## config.mk

```make
export PLATFORM = sky130hd
export DESIGN_NAME = score_text_renderer_flat
export DESIGN_NICKNAME = d
export VERILOG_FILES = /design/src/rtl/score_text_renderer_if.sv /design/src/rtl/score_text_renderer.sv /design/src/flat_wrapper.sv
export SDC_FILE = /design/constraint.sdc
export NUM_CORES = 1
export LEC_CHECK = 0
export ABC_AREA = 1
export CAP_MARGIN = 20
export CORE_UTILIZATION = 47
export DETAILED_ROUTE_END_ITERATION = 6
export GPL_TIMING_DRIVEN = 0
export PLACE_DENSITY = 0.83
export SLEW_MARGIN = 20
export SYNTH_ARGS = -nofsm -noshare
export SYNTH_HDL_FRONTEND = slang
export SYNTH_SLANG_ARGS = --single-unit
```

## constraint.sdc

```tcl
create_clock -name Clk -period 3.34 [get_ports Clk]
set_input_delay 0.334 -clock Clk [delete_from_list [all_inputs] [get_ports Clk]]
set_output_delay 0.334 -clock Clk [all_outputs]
set_load 0.02 [all_outputs]
```

## src/rtl/score_text_renderer_if.sv

```systemverilog
// Pixel-side bus between the score text renderer, the character RAM and the font ROM.
// master: scan generator plus memories; slave: the renderer.
interface score_text_renderer_if;
  logic [9:0]  DrawX;
  logic [9:0]  DrawY;
  logic        pixel_valid;
  logic        frame_start;
  logic        blink;
  logic [7:0]  read_address;
  logic [7:0]  data_Out;
  logic [10:0] font_addr;
  logic [7:0]  font_data;
  logic        text_on;

  modport master (
    output DrawX, DrawY, pixel_valid, frame_start, blink, data_Out, font_data,
    input  read_address, font_addr, text_on
  );

  modport slave (
    input  DrawX, DrawY, pixel_valid, frame_start, blink, data_Out, font_data,
    output read_address, font_addr, text_on
  );
endinterface

```

## src/rtl/score_text_renderer.sv

```systemverilog
// Score/status text renderer: scan position -> char RAM read -> font ROM lookup -> text_on.
// Free-running 3-stage pipeline, plus a frame-based blink timer for a status address range.
module score_text_renderer #(
  parameter int unsigned TEXT_X0      = 0,
  parameter int unsigned TEXT_Y0      = 448,
  parameter int unsigned COLS         = 80,
  parameter int unsigned ROWS         = 2,
  parameter int unsigned BLINK_LO     = 113,
  parameter int unsigned BLINK_HI     = 121,
  parameter int unsigned BLINK_FRAMES = 30
) (
  input  logic                  Clk,
  input  logic                  Reset_n,
  score_text_renderer_if.slave  bus
);

  localparam int unsigned CntW = (BLINK_FRAMES > 1) ? $clog2(BLINK_FRAMES) : 1;

  // 11-bit bounds so a region ending at 1024 still compares correctly
  localparam logic [10:0] XLo = 11'(TEXT_X0);
  localparam logic [10:0] XHi = 11'(TEXT_X0 + 8 * COLS);
  localparam logic [10:0] YLo = 11'(TEXT_Y0);
  localparam logic [10:0] YHi = 11'(TEXT_Y0 + 16 * ROWS);
  localparam logic [9:0]  X0  = 10'(TEXT_X0);
  localparam logic [9:0]  Y0  = 10'(TEXT_Y0);
  localparam logic [7:0]  BLo = 8'(BLINK_LO);
  localparam logic [7:0]  BHi = 8'(BLINK_HI);
  localparam logic [7:0]  Cols8 = 8'(COLS);
  localparam logic [CntW-1:0] CntLast = CntW'(BLINK_FRAMES - 1);

  // Stage 0 outputs
  logic [7:0]  read_address_q, read_address_d;
  logic        v1_q, v1_d;
  logic [3:0]  glyph_row1_q, glyph_row1_d;
  logic [2:0]  bit_sel1_q, bit_sel1_d;
  logic        brange1_q, brange1_d;
  // Stage 1 outputs
  logic [10:0] font_addr_q, font_addr_d;
  logic        v2_q, v2_d;
  logic [2:0]  bit_sel2_q, bit_sel2_d;
  logic        blank2_q, blank2_d;
  // Stage 2 output
  logic        text_on_q, text_on_d;
  // Blink timer
  logic [CntW-1:0] frame_cnt_q, frame_cnt_d;
  logic            blink_phase_q, blink_phase_d;

  logic [9:0] dx, dy;
  logic [7:0] addr;
  logic       in_region;

  // Scan position to character address and region test
  always_comb begin
    dx = bus.DrawX - X0;
    dy = bus.DrawY - Y0;
    // mod-256 arithmetic matches truncating the full product-sum to 8 bits
    addr = 8'(dy[9:4]) * Cols8 + 8'(dx[9:3]);
    in_region = bus.pixel_valid &&
                ({1'b0, bus.DrawX} >= XLo) && ({1'b0, bus.DrawX} < XHi) &&
                ({1'b0, bus.DrawY} >= YLo) && ({1'b0, bus.DrawY} < YHi);
  end

  // Pipeline next-state: address issue, font lookup, pixel select
  always_comb begin
    read_address_d = in_region ? addr : 8'd0;
    v1_d           = in_region;
    glyph_row1_d   = dy[3:0];
    bit_sel1_d     = dx[2:0];
    brange1_d      = (addr >= BLo) && (addr <= BHi);

    font_addr_d = {bus.data_Out[6:0], glyph_row1_q};
    // Null char and high-bit chars render blank; blink phase is sampled here
    blank2_d    = (bus.data_Out == 8'd0) || bus.data_Out[7] ||
                  (brange1_q && bus.blink && blink_phase_q);
    v2_d        = v1_q;
    bit_sel2_d  = bit_sel1_q;

    text_on_d = v2_q && !blank2_q && bus.font_data[3'd7 - bit_sel2_q];
  end

  // Blink timer next-state; blink low clears and wins over frame_start
  always_comb begin
    frame_cnt_d   = frame_cnt_q;
    blink_phase_d = blink_phase_q;
    if (!bus.blink) begin
      frame_cnt_d   = '0;
      blink_phase_d = 1'b0;
    end else if (bus.frame_start) begin
      if (frame_cnt_q == CntLast) begin
        frame_cnt_d   = '0;
        blink_phase_d = !blink_phase_q;
      end else begin
        frame_cnt_d = frame_cnt_q + 1'b1;
      end
    end
  end

  // State registers
  always_ff @(posedge Clk or negedge Reset_n) begin
    if (!Reset_n) begin
      read_address_q <= '0;
      v1_q           <= 1'b0;
      glyph_row1_q   <= '0;
      bit_sel1_q     <= '0;
      brange1_q      <= 1'b0;
      font_addr_q    <= '0;
      v2_q           <= 1'b0;
      bit_sel2_q     <= '0;
      blank2_q       <= 1'b0;
      text_on_q      <= 1'b0;
      frame_cnt_q    <= '0;
      blink_phase_q  <= 1'b0;
    end else begin
      read_address_q <= read_address_d;
      v1_q           <= v1_d;
      glyph_row1_q   <= glyph_row1_d;
      bit_sel1_q     <= bit_sel1_d;
      brange1_q      <= brange1_d;
      font_addr_q    <= font_addr_d;
      v2_q           <= v2_d;
      bit_sel2_q     <= bit_sel2_d;
      blank2_q       <= blank2_d;
      text_on_q      <= text_on_d;
      frame_cnt_q    <= frame_cnt_d;
      blink_phase_q  <= blink_phase_d;
    end
  end

  assign bus.read_address = read_address_q;
  assign bus.font_addr    = font_addr_q;
  assign bus.text_on      = text_on_q;

endmodule

```

## src/flat_wrapper.sv

```systemverilog
// flat-port wrapper written by rule: the top's interface ports become plain ports
module score_text_renderer_flat 
#(
  parameter int unsigned TEXT_X0      = 0,
  parameter int unsigned TEXT_Y0      = 448,
  parameter int unsigned COLS         = 80,
  parameter int unsigned ROWS         = 2,
  parameter int unsigned BLINK_LO     = 113,
  parameter int unsigned BLINK_HI     = 121,
  parameter int unsigned BLINK_FRAMES = 30
)
  (Clk, Reset_n, bus_DrawX, bus_DrawY, bus_pixel_valid, bus_frame_start, bus_blink, bus_data_Out, bus_font_data, bus_read_address, bus_font_addr, bus_text_on);
  score_text_renderer_if bus_i ();
  input  logic Clk;
  input  logic Reset_n;
  input wire logic [$bits(bus_i.DrawX)-1:0] bus_DrawX;
  input wire logic [$bits(bus_i.DrawY)-1:0] bus_DrawY;
  input wire logic [$bits(bus_i.pixel_valid)-1:0] bus_pixel_valid;
  input wire logic [$bits(bus_i.frame_start)-1:0] bus_frame_start;
  input wire logic [$bits(bus_i.blink)-1:0] bus_blink;
  input wire logic [$bits(bus_i.data_Out)-1:0] bus_data_Out;
  input wire logic [$bits(bus_i.font_data)-1:0] bus_font_data;
  output wire logic [$bits(bus_i.read_address)-1:0] bus_read_address;
  output wire logic [$bits(bus_i.font_addr)-1:0] bus_font_addr;
  output wire logic [$bits(bus_i.text_on)-1:0] bus_text_on;
  assign bus_i.DrawX = bus_DrawX;
  assign bus_i.DrawY = bus_DrawY;
  assign bus_i.pixel_valid = bus_pixel_valid;
  assign bus_i.frame_start = bus_frame_start;
  assign bus_i.blink = bus_blink;
  assign bus_i.data_Out = bus_data_Out;
  assign bus_i.font_data = bus_font_data;
  assign bus_read_address = bus_i.read_address;
  assign bus_font_addr = bus_i.font_addr;
  assign bus_text_on = bus_i.text_on;
  score_text_renderer #(.TEXT_X0(TEXT_X0), .TEXT_Y0(TEXT_Y0), .COLS(COLS), .ROWS(ROWS), .BLINK_LO(BLINK_LO), .BLINK_HI(BLINK_HI), .BLINK_FRAMES(BLINK_FRAMES)) u_core (.Clk(Clk), .Reset_n(Reset_n), .bus(bus_i));
endmodule
```

; Word level (Yosys, flattened, before mapping)
; Index checks and enable logic that the tools add are counted.
[op_classes]
muxes = 9
n_addsub = 4
mul = 1
reduce_logical = 14
n_eq_ne = 3
n_lt_le_gt_ge = 6
[ops]
columns = op, n
row1 = 2-to-1 mux 5 bit, 3
row2 = greater-or-equal comparator 10 x 9 -> 1 bit (second input constant), 1
row3 = less-than comparator 10 bit (second input constant), 1
row4 = less-than comparator 10 x 9 -> 1 bit (second input constant), 1
row5 = subtractor 10 x 9 -> 10 bit (second input constant), 1
row6 = adder 8 x 7 -> 8 bit, 1
row7 = greater-or-equal comparator 8 x 7 -> 1 bit (second input constant), 1
row8 = less-or-equal comparator 8 x 7 -> 1 bit (second input constant), 1
row9 = logical AND 1 bit, 8
row10 = logical NOT 8 bit, 1
row11 = 2-to-1 mux 8 bit, 1
row12 = multiplier 6 x 3 -> 4 bit (second input constant), 1
row13 = adder 5 x 1 -> 5 bit (second input constant), 1
row14 = == test 5 bit (second input constant), 1
row15 = less-than comparator 3 x 4 -> 1 bit (second input constant), 1
row16 = 2-to-1 mux 1 bit, 4
row17 = binary-select mux 1 bit (select 3 bit), 1
row18 = subtractor 3 bit (first input constant), 1
row19 = logical NOT 1 bit, 2
row20 = logical OR 1 bit, 2
row21 = != test 2 x 1 -> 1 bit (second input constant), 1
row22 = != test 2 bit (second input constant), 1
row23 = AND reduction 2 bit, 1
[word_totals]
regBits = 40

; Longest topological paths before layout
; Gate-level depths: netlist of the first run.
[logic_depth]
word_depth = 5
mapped_depth = 9
ltp_nobuf = 9

; Worst setup path after synthesis of the first run
; OpenSTA, ideal clock, no wires.
[synth_path]
kind = input port to flip-flop
from = input bus_DrawY[6]
to = register u_core.read_address_q[7] (netlist: u_core.bus.read_address[7])
slack_ns = 1.858
setup_ns = 0.121
path_buffers = 0
cell_stages = 9
t_arrival_ns = 1.361
required_ns = 3.219
cell_sequence = inv_1 > ha_1 > ha_1 > nand2_1 > nand2_1 > nor2_1 > nand3_1 > nand2_1 > nor2_1
[synth_between]
elab_chain_len = 4
[synth_rtl]
columns = element, line
row1 = start: declaration, flat_wrapper.sv:17  ; input wire logic [$bits(bus_i.DrawY)-1:0] bus_DrawY;
row2 = subtractor 10 x 9 -> 10 bit or greater-or-equal comparator 10 x 9 -> 1 bit (tied branches), "score_text_renderer.sv:55, score_text_renderer.sv:60"
row3 = multiplier 6 x 3 -> 4 bit or logical AND 1 bit (tied branches), "score_text_renderer.sv:57, score_text_renderer.sv:59"
row4 = adder 8 x 7 -> 8 bit or logical AND 1 bit (tied branches), "score_text_renderer.sv:57, score_text_renderer.sv:60"
row5 = 2-to-1 mux 8 bit *, score_text_renderer.sv:65  ; read_address_d = in_region ? addr : 8'd0;
row6 = via u_core.read_address_d[7], score_text_renderer.sv:32  ; logic [7:0] read_address_q, read_address_d;
row7 = end signal: assignment, score_text_renderer.sv:114  ; read_address_q <= read_address_d;
row8 = end: declaration, score_text_renderer.sv:32
; Mark *: on every way through the listed nets, which the timed path passes. The rest lies on a longest branch.
; A chain may end at the register's enable or synchronous reset.

; Worst setup path in the final report of the first run
; Ends and elaborated chain as after synthesis.

==> summary.md, run 1 <==
The flow ran to the end, and the final reports show no timing, DRC or antenna violations. The total area inside the core boundary comes to 0.00318 sq mm. Type of the setup path with the least slack: primary input to flip-flop.

The average cell area after synthesis came out at 9.73 sq um. The clock buffer count from CTS is 5. The ratio of routed vias to standard cells came out at 4.48. The longest clock path from root to sink contains 2 buffers. The clock transition at the registers of the reported paths was 110 ps. The number of nets handed over by synthesis was 216.

The via count of the first global-routing pass was 1160. The tools report the number of routed nets with antenna violations as 0. The post-route cell area is 0.00236 sq mm, and the number of register bits inferred by synthesis is 40.

The number of max-cap violations was 0; the number of cells on the worst reg-to-reg path was 4. The count of vias placed by the detailed router was 1255; the wire length reported by the detailed router was 3000 um. Counting instances, the worst hold path has a depth of 3. The tools report the number of clock sinks as 40. STA classifies the critical path startpoint as a primary input. The mux share of post-synthesis cell area is 0, and the antenna diode instance count is 0.

Counting distinct cell types in the post-synthesis netlist gives 20. The tools report the buffer type at the clock tree root as clkbuf_4. The critical path starts at bus_DrawY[6]. The tools report the mapped cell area as 0.00163 sq mm. For this run the aggregate overflow at the end of global routing stands at 0.

The DRC marker count from the first detailed-route iteration was 46; the layout net count was 284. TritonCTS built the clock tree. The width of the chip was 60.8 um; the power share of the combinational group was 0.168. For the final routed database, the setup TNS stands at 0 ps. The number of antenna violations at the first check in global routing was 0. Clock skew on the completed layout was measured at 5.04 ps.

The depth of the CTS H-tree came out at 2. Leaving out fill and tap cells, the most frequent cells in the layout are 58 x clkdlybuf4s50_1, 40 x dfrtp_1, 37 x nand2_1. The number of hold-slack violations in the final timing report came out at 0. The compound-cell area share of the yosys netlist was 0.0400. Setup repair after global routing left no endpoint under its margin.

The logs give 0.747 for the weighted congestion reported at the end of routability-driven placement and 0 for the number of remaining DRC errors. By area, the combinational part of the netlist is dominated by simple AND/OR/NAND/NOR gates. Fmax: 0.577 GHz. The arrival time of the worst setup path came out at 1970 ps. Net switching share of the total power: 0.250.

In the post-synthesis netlist, the biggest area contributors are dfrtp_1 62%, nand2_1 8.5%, inv_1 5.5%. The synthesized-area fraction occupied by xor and xnor cells works out to 0.0162. The number of inserted filler cells in the final layout is 240. The slew at the pin closest to its max-slew limit was 485 ps. The floorplan die height came out at 60.8 um. The tools report the critical path endpoint category as a flip-flop. The post-CTS setup-driven buffer insertion count was 0; the critical-path maximum fanout was 4.

The post-synthesis sequential area ratio came out at 0.616. For the post-synthesis instance total, the log shows 167. The top-area cell type share of the netlist area works out to 0.616. For the area enclosed by the die boundary, the log shows 0.00370 sq mm. For the headroom to the max-slew limit, the log shows 0.677. The post-synthesis share of cell area spent on full adders, half adders and majority gates was 0.0662; the number of optimization iterations in the first detailed-route pass was 4.

The utilization after layout is 0.744. The wire length per cell was 10.7 um; the clock latency at the later pin of the worst-skew pair was 340 ps. The data required time of the critical path is 3580 ps. Summed over all cells, the static leakage comes to 1.16 nW. The logs give 0.272 for the clock power share and 0.278 mV for the peak ir drop on the vdd network. The logs give 2430 um for the final HPWL from detailed placement and 0.560 for the sequential cell fraction of total power.

In this run the most critical hold path is launched from bus_blink. The kind of path behind the tightest hold check is primary input to flip-flop. For the number of standard-cell rows in the floorplan, the log shows 20. The most area-hungry cell type in the Yosys netlist is dfrtp_1. The fraction of layout cells with a size suffix above 1 was 0.0551.

The most common cell after layout, fill and taps aside was clkdlybuf4s50_1. Once placement finished, the instance area stood at 0.00229 sq mm. Share of the clock period used by the worst path: 0.519. Pin placement for this block handled 61 I/O pins. The worst register-to-register path begins at u_core.frame_cnt_q[0].

Entering global routing, the biggest net connects 22 pins. The simple logic cell fraction of the synthesized area is 0.203. The time the final worst path needs with I/O delays and setup works out to 1730 ps. Summed over all nets, the switching power comes to 0.228 mW. The tools report the final total power as 0.913 mW. The wire length of the first global-routing pass is 4720 um. The initial cell density of the core is 0.511.

The combined global-route utilization of all metal layers is 0.180, and the total of warnings raised by yosys is 0. The tools report the number of pins exceeding their max-slew limit in the final report as 0. The area growth from synthesis to layout is 45.5%.

The final setup violation count came out at 0. Dividing total power by cell area gives a power density of 386 mW/mm^2. The number of buffer cells added on primary ports came out at 59. The internal power consumption was 0.685 mW.
-- routing by layer --
layer	share of wire	GRT usage	wire, um	vias up
met5	0	0	0	-
met4	0.011	0.0584	33	0
met3	0.084	0.0640	253	4
met2	0.49	0.327	1460	46
met1	0.42	0.197	1250	551
li1	-	-	-	654
-- metrics by stage --
step | hold slack [ps] | setup slack, ps | std cells
global route | 301 | 1470 | 280
finish | 293 | 1610 | 280
global placement | 331 | 1070 | 270
detailed placement | 319 | 1230 | 271
floorplan | 38.4 | 1860 | 167
CTS | 279 | 1610 | 280
-- state kept, by name, summed over array words and instances, names as in the netlist --
register,cells
u_core.frame_cnt_q,5
u_core.v1_q,1
u_core.blink_phase_q,1
u_core.bit_sel2_q,3
u_core.bus.text_on,1
u_core.glyph_row1_q,4
u_core.bus.read_address,8
u_core.bus.font_addr,11
u_core.blank2_q,1
u_core.v2_q,1
u_core.bit_sel1_q,3
u_core.brange1_q,1
-- final cells by class --
type | count | area (sq um) | area share
Timing Repair Buffer | 61 | 623 | 0.263
Clock inverter | 2 | 10.0 | 0.00423
Tap cell | 44 | 55.1 | 0.0233
Clock buffer | 6 | 51.3 | 0.0217
Buffer | 1 | 5.00 | 0.00212
Sequential cell | 40 | 1000 | 0.423
Multi-Input combinational cell | 102 | 529 | 0.224
Inverter | 24 | 90.1 | 0.0381
-- logic make-up (layout without fill, tap and decap cells) --
group / count (synthesis) / in the layout
DFF: 40 / 40
xor gates and xnor gates: 3 / 3
buffers and inverters: 25 / 94
adders and majority gates: 8 / 8
AOI/OAI and AO/OA: 12 / 12
and+or+nand+nor: 79 / 79
-- power by group through the flow --
stage	clock network (mW)	registers [mW]	logic, mW
3_3_place_gp	0	0.520	0.146
3_5_place_dp	0	0.521	0.154
5_1_grt	0.273	0.514	0.172
6_report	0.249	0.511	0.153
2_1_floorplan	0	0.529	0.0558
4_1_cts	0.255	0.511	0.155
-- worst max-delay path, stage by stage --
cell             delay, ps
clkdlybuf4s50_1        500
inv_1                   50
ha_1                   270
ha_1                   330
nand2_1                110
nand2_1                 50
nor2_1                 140
nand3_1                 90
nand2_1                 70
nor2_1                  40
-- synth_stat cells --
cell type and n:
a21oi_1 2, a31oi_1 1, buf_2 1, dfrtp_1 40
fa_1 1, ha_1 7, inv_1 24, nand2_1 37
nand2_2 1, nand3_1 15, nand4_1 2, nor2_1 20
nor2_2 1, nor2b_1 1, nor3_1 2, o21a_1 1
o21ai_0 6, o21ai_1 1, o22ai_1 1, xor2_1 3
-- path summary, 6_finish.rpt --
check	to	slack, ps
setup reg to reg	u_core.frame_cnt_q[0]	2150
hold reg to reg	u_core.bus.font_addr[2]	360
min in group asynchronous	u_core.v1_q	470
setup / recovery	u_core.bus.read_address[7]	1610
hold / removal	u_core.blank2_q	290
max in group asynchronous	u_core.bus.font_addr[7]	2410
-- what timing repair did --
action	4_1_cts	5_1_grt
hold buffers	1	0
hold endpoints to repair	19	0
gates resized for setup	0	0
(Power assumes the default switching activity.)
==> inputs of run 2 (changes only) <==
Settings changed: CORE_UTILIZATION 47 to 43, PLACE_DENSITY 0.83 to 0.77.
Clock period 3.34 ns to 1.6 ns, I/O delays scaled along.
==> run 2 against run 1 <==
Compared with the run above: clock skew down 3.1 ps; core utilization down 4.6 points; register-to-register slack worse by 1700 ps; final cell count up 0.71%; via count up 2.8%; flip-flop and latch count unchanged.
==> summary.md, run 2 (synthesis gave the netlist of run 1 again) <==
The number of antenna violations at the first check in global routing is 0 (unchanged), and the time the final worst path needs with I/O delays and setup is 1530 ps. The logs give 0 (unchanged) for the number of remaining DRC errors and 0.00242 sq mm (was 0.00236 sq mm) for the post-route cell area. The critical path endpoint category is a flip-flop (unchanged). The largest net degree at the start of global routing was 29 (was 22). The tools report the critical path startpoint category as a primary input (unchanged). For this run, the top clock speed supported by timing is 0.652 GHz. The layout net count was 284 (unchanged). Most crowded layer after global routing: met2 (unchanged). The number of buffers and inverters on the critical path was 2 (unchanged).

The count of vias placed by the detailed router was 1290 (was 1255). The type of the setup path with the least slack was primary input to flip-flop (unchanged). The tools report the source of the worst register-to-register timing path as u_core.frame_cnt_q[0] (unchanged). The layout overhead on the synthesized area was 49.0% (was 45.5%). The ratio of routed vias to standard cells came out at 4.57 (was 4.48).

The tools report the buffer type at the clock tree root as clkbuf_8 (was clkbuf_4). The boundary pin count is 61 (unchanged), and the number of inserted filler cells in the final layout is 281 (was 240). The number of cells on the worst reg-to-reg path works out to 4 (unchanged). Kind of path behind the tightest hold check: primary input to flip-flop (unchanged).

The critical-path maximum fanout was 4 (unchanged); the fraction of met2 tracks used by global routing was 0.302 (was 0.327). The tools report the worst hold path startpoint as bus_blink (unchanged). The fraction of layout cells with a size suffix above 1 is 0.0636 (was 0.0551), and the area enclosed by the die boundary is 0.00403 sq mm (was 0.00370 sq mm). The number of pins exceeding their max-slew limit in the final report came out at 0 (unchanged). Headroom to the max-slew limit: 0.799 (was 0.677). Sequence of cells on the critical path: clkdlybuf4s50_1, inv_1, ha_4, ha_4, nand2_1, nand2_1, nor2_2, nand3_1, nand2_1, nor2_1 (was clkdlybuf4s50_1, inv_1, ha_1, ha_1, nand2_1, nand2_1, nor2_1, nand3_1, nand2_1, nor2_1). The slowest stage cell on the critical path was clkdlybuf4s50_1 (unchanged). The tools report the total grt overflow as 0 (unchanged).

The wire length reported by the detailed router was 2990 um (was 3000 um). The run gives 0 (unchanged) as the antenna diode instance count. Cell occurring most often along the worst timing path: nand2_1 (unchanged).

The number of flip-flops in the largest register is 11 (unchanged), and the initial cell density of the core is 0.469 (was 0.511). The number of routed nets with antenna violations came out at 0 (unchanged). The peak ir drop on the vdd network is 0.470 mV (was 0.278 mV), and the final total power is 2.05 mW (was 0.913 mW). The power per cell area was 848 mW/mm^2 (was 386 mW/mm^2). The clock transition at the registers of the reported paths was 70 ps (was 110 ps). The number of standard-cell rows in the floorplan is 21 (was 20), and the cell area after placement is 0.00229 sq mm (about the same). For the worst clock skew on the final layout, the log shows 1.90 ps (was 5.04 ps). The hold-critical path depth works out to 3 (unchanged). Most frequent cells in the layout: 57 x clkdlybuf4s50_1, 40 x dfrtp_1, 37 x nand2_1 (was 58 x clkdlybuf4s50_1, 40 x dfrtp_1, 37 x nand2_1).

The clock buffer count from CTS is 5 (unchanged), and the met1 routing resource usage after global routing is 0.183 (was 0.197). The cell family contributing the most delay on the critical path was buffers and inverters (was adder cells). The number of hold-slack violations in the final timing report was 0 (unchanged). The logs give 2 (unchanged) for the number of buffers between clock root and the deepest sink and 0.174 (was 0.180) for the combined global-route utilization of all metal layers. The floorplan die height came out at 63.5 um (was 60.8 um). The data required time of the critical path came out at 1770 ps (was 3580 ps).

Slew at the pin closest to its max-slew limit: 301 ps (was 485 ps). The end point of the most critical hold path is u_core.blank2_q (unchanged). The area inside the core boundary was 0.00347 sq mm (was 0.00318 sq mm). The run finished with clean final reports. For the depth of the CTS H-tree, the log shows 2 (unchanged). The run gives 0.792 (was 0.747) as the weighted congestion reported at the end of routability-driven placement.

The width of the chip was 63.5 um (was 60.8 um). The endpoint of the most critical register-to-register path was u_core.frame_cnt_q[1] (was u_core.frame_cnt_q[0]). The number of clock sinks was 40 (unchanged). For the clock latency at the later pin of the worst-skew pair, the log shows 280 ps (was 340 ps). Met3 track demand over resource in global routing: 0.0616 (was 0.0640).

The tools report the number of max-cap violations as 0 (unchanged). The tools report the number of optimization iterations in the first detailed-route pass as 4 (unchanged). TritonCTS built the clock tree. The delay of the slowest cell on the worst path came out at 500 ps (about the same). The reg-to-reg setup timing slack is 410 ps (was 2150 ps). Setup repair after global routing left no endpoint under its margin. Share of the clock period used by the worst path: 0.958.

Final setup violation count: 0 (unchanged). The final HPWL from detailed placement came out at 2200 um (was 2430 um). The logs give 1.17 nW (was 1.16 nW) for the static leakage power and 1281 (was 1160) for the via count of the first global-routing pass. For the DRC marker count from the first detailed-route iteration, the log shows 49 (was 46). The number of buffer cells added on primary ports was 59 (unchanged). The wire length of the first global-routing pass came out at 5290 um (was 4720 um). The most common cell after layout, fill and taps aside was clkdlybuf4s50_1 (unchanged). The wire length per cell is 10.6 um (was 10.7 um), and the utilization after layout is 0.698 (was 0.744).

The logs give 1700 ps (was 1970 ps) for the arrival time of the worst setup path and 0 ps (unchanged) for the final-layout setup total negative slack.
run 2: cell count changes in the layout (fill, tap and decap cells not counted), sizes merged:
cell / change
clkinv: -2
clkbuf: +2
clkdlybuf4s50: -1
dlymetal6s2s: +1
run 2: worst reg2reg max path: cells and delay by family (launching register included):
| kind | cells | cell delay, ps |
|---|---|---|
| AOI/OAI and AO/OA | 1 | 180 |
| adders and majority gates | 1 | 210 |
| DFF | 1 | 420 |
| and+or+nand+nor | 2 | 290 |
run 2: how the worst max path moves through the flow:
stage	from	endpoint	slack [ps]	cells after the start
2_1_floorplan	bus_DrawY[6]	u_core.bus.read_address[7]	290	9
3_3_place_gp	Reset_n	u_core.bus.read_address[0]	-520	1
3_5_place_dp	bus_DrawY[6]	u_core.bus.read_address[7]	-340	10
4_1_cts	bus_DrawY[6]	u_core.bus.read_address[7]	40	10
5_1_grt	bus_DrawY[6]	u_core.bus.read_address[7]	8	10
6_report	bus_DrawY[6]	u_core.bus.read_address[7]	70	10
run 2: layout make-up:
| class | instances | area (sq um) | area share |
|---|---|---|---|
| Buffer | 1 | 5.00 | 0.00207 |
| Inverter | 24 | 90.1 | 0.0372 |
| Clock buffer | 8 | 90.1 | 0.0372 |
| Multi-Input combinational cell | 102 | 559 | 0.231 |
| Timing Repair Buffer | 61 | 618 | 0.255 |
| Sequential cell | 40 | 1000 | 0.413 |
| Tap cell | 46 | 57.6 | 0.0238 |
run 2: per-stage QoR:
step           std cells  worst slack, ps  hold WS (ps)
2_1_floorplan        167              292          -136
3_3_place_gp         272             -516           332
3_5_place_dp         273             -338          65.4
4_1_cts              282             36.6           184
5_1_grt              282             8.48           194
6_report             282             66.7           195
run 2: power by group:
group,total [mW],internal [mW],switching (mW)
Clock,0.653,0.351,0.302
Sequential,1.07,1.05,0.0178
Combinational,0.333,0.179,0.154
run 2: timing repair:
| item | in CTS | in global routing |
|---|---|---|
| hold buffers | 1 | 0 |
| pin swaps | 0 | 1 |
| endpoints found under the setup margin | 1 | 2 |
| buffers inserted | 0 | 0 |
| hold endpoints to repair | 12 | 0 |
| gates resized for setup | 1 | 4 |
run 2: metal layers:
| layer | wire, um | vias up |
|---|---|---|
| li1 | - | 655 |
| met1 | 1220 | 580 |
| met2 | 1520 | 49 |
| met3 | 190 | 6 |
| met4 | 61 | 0 |
| met5 | 0 | - |
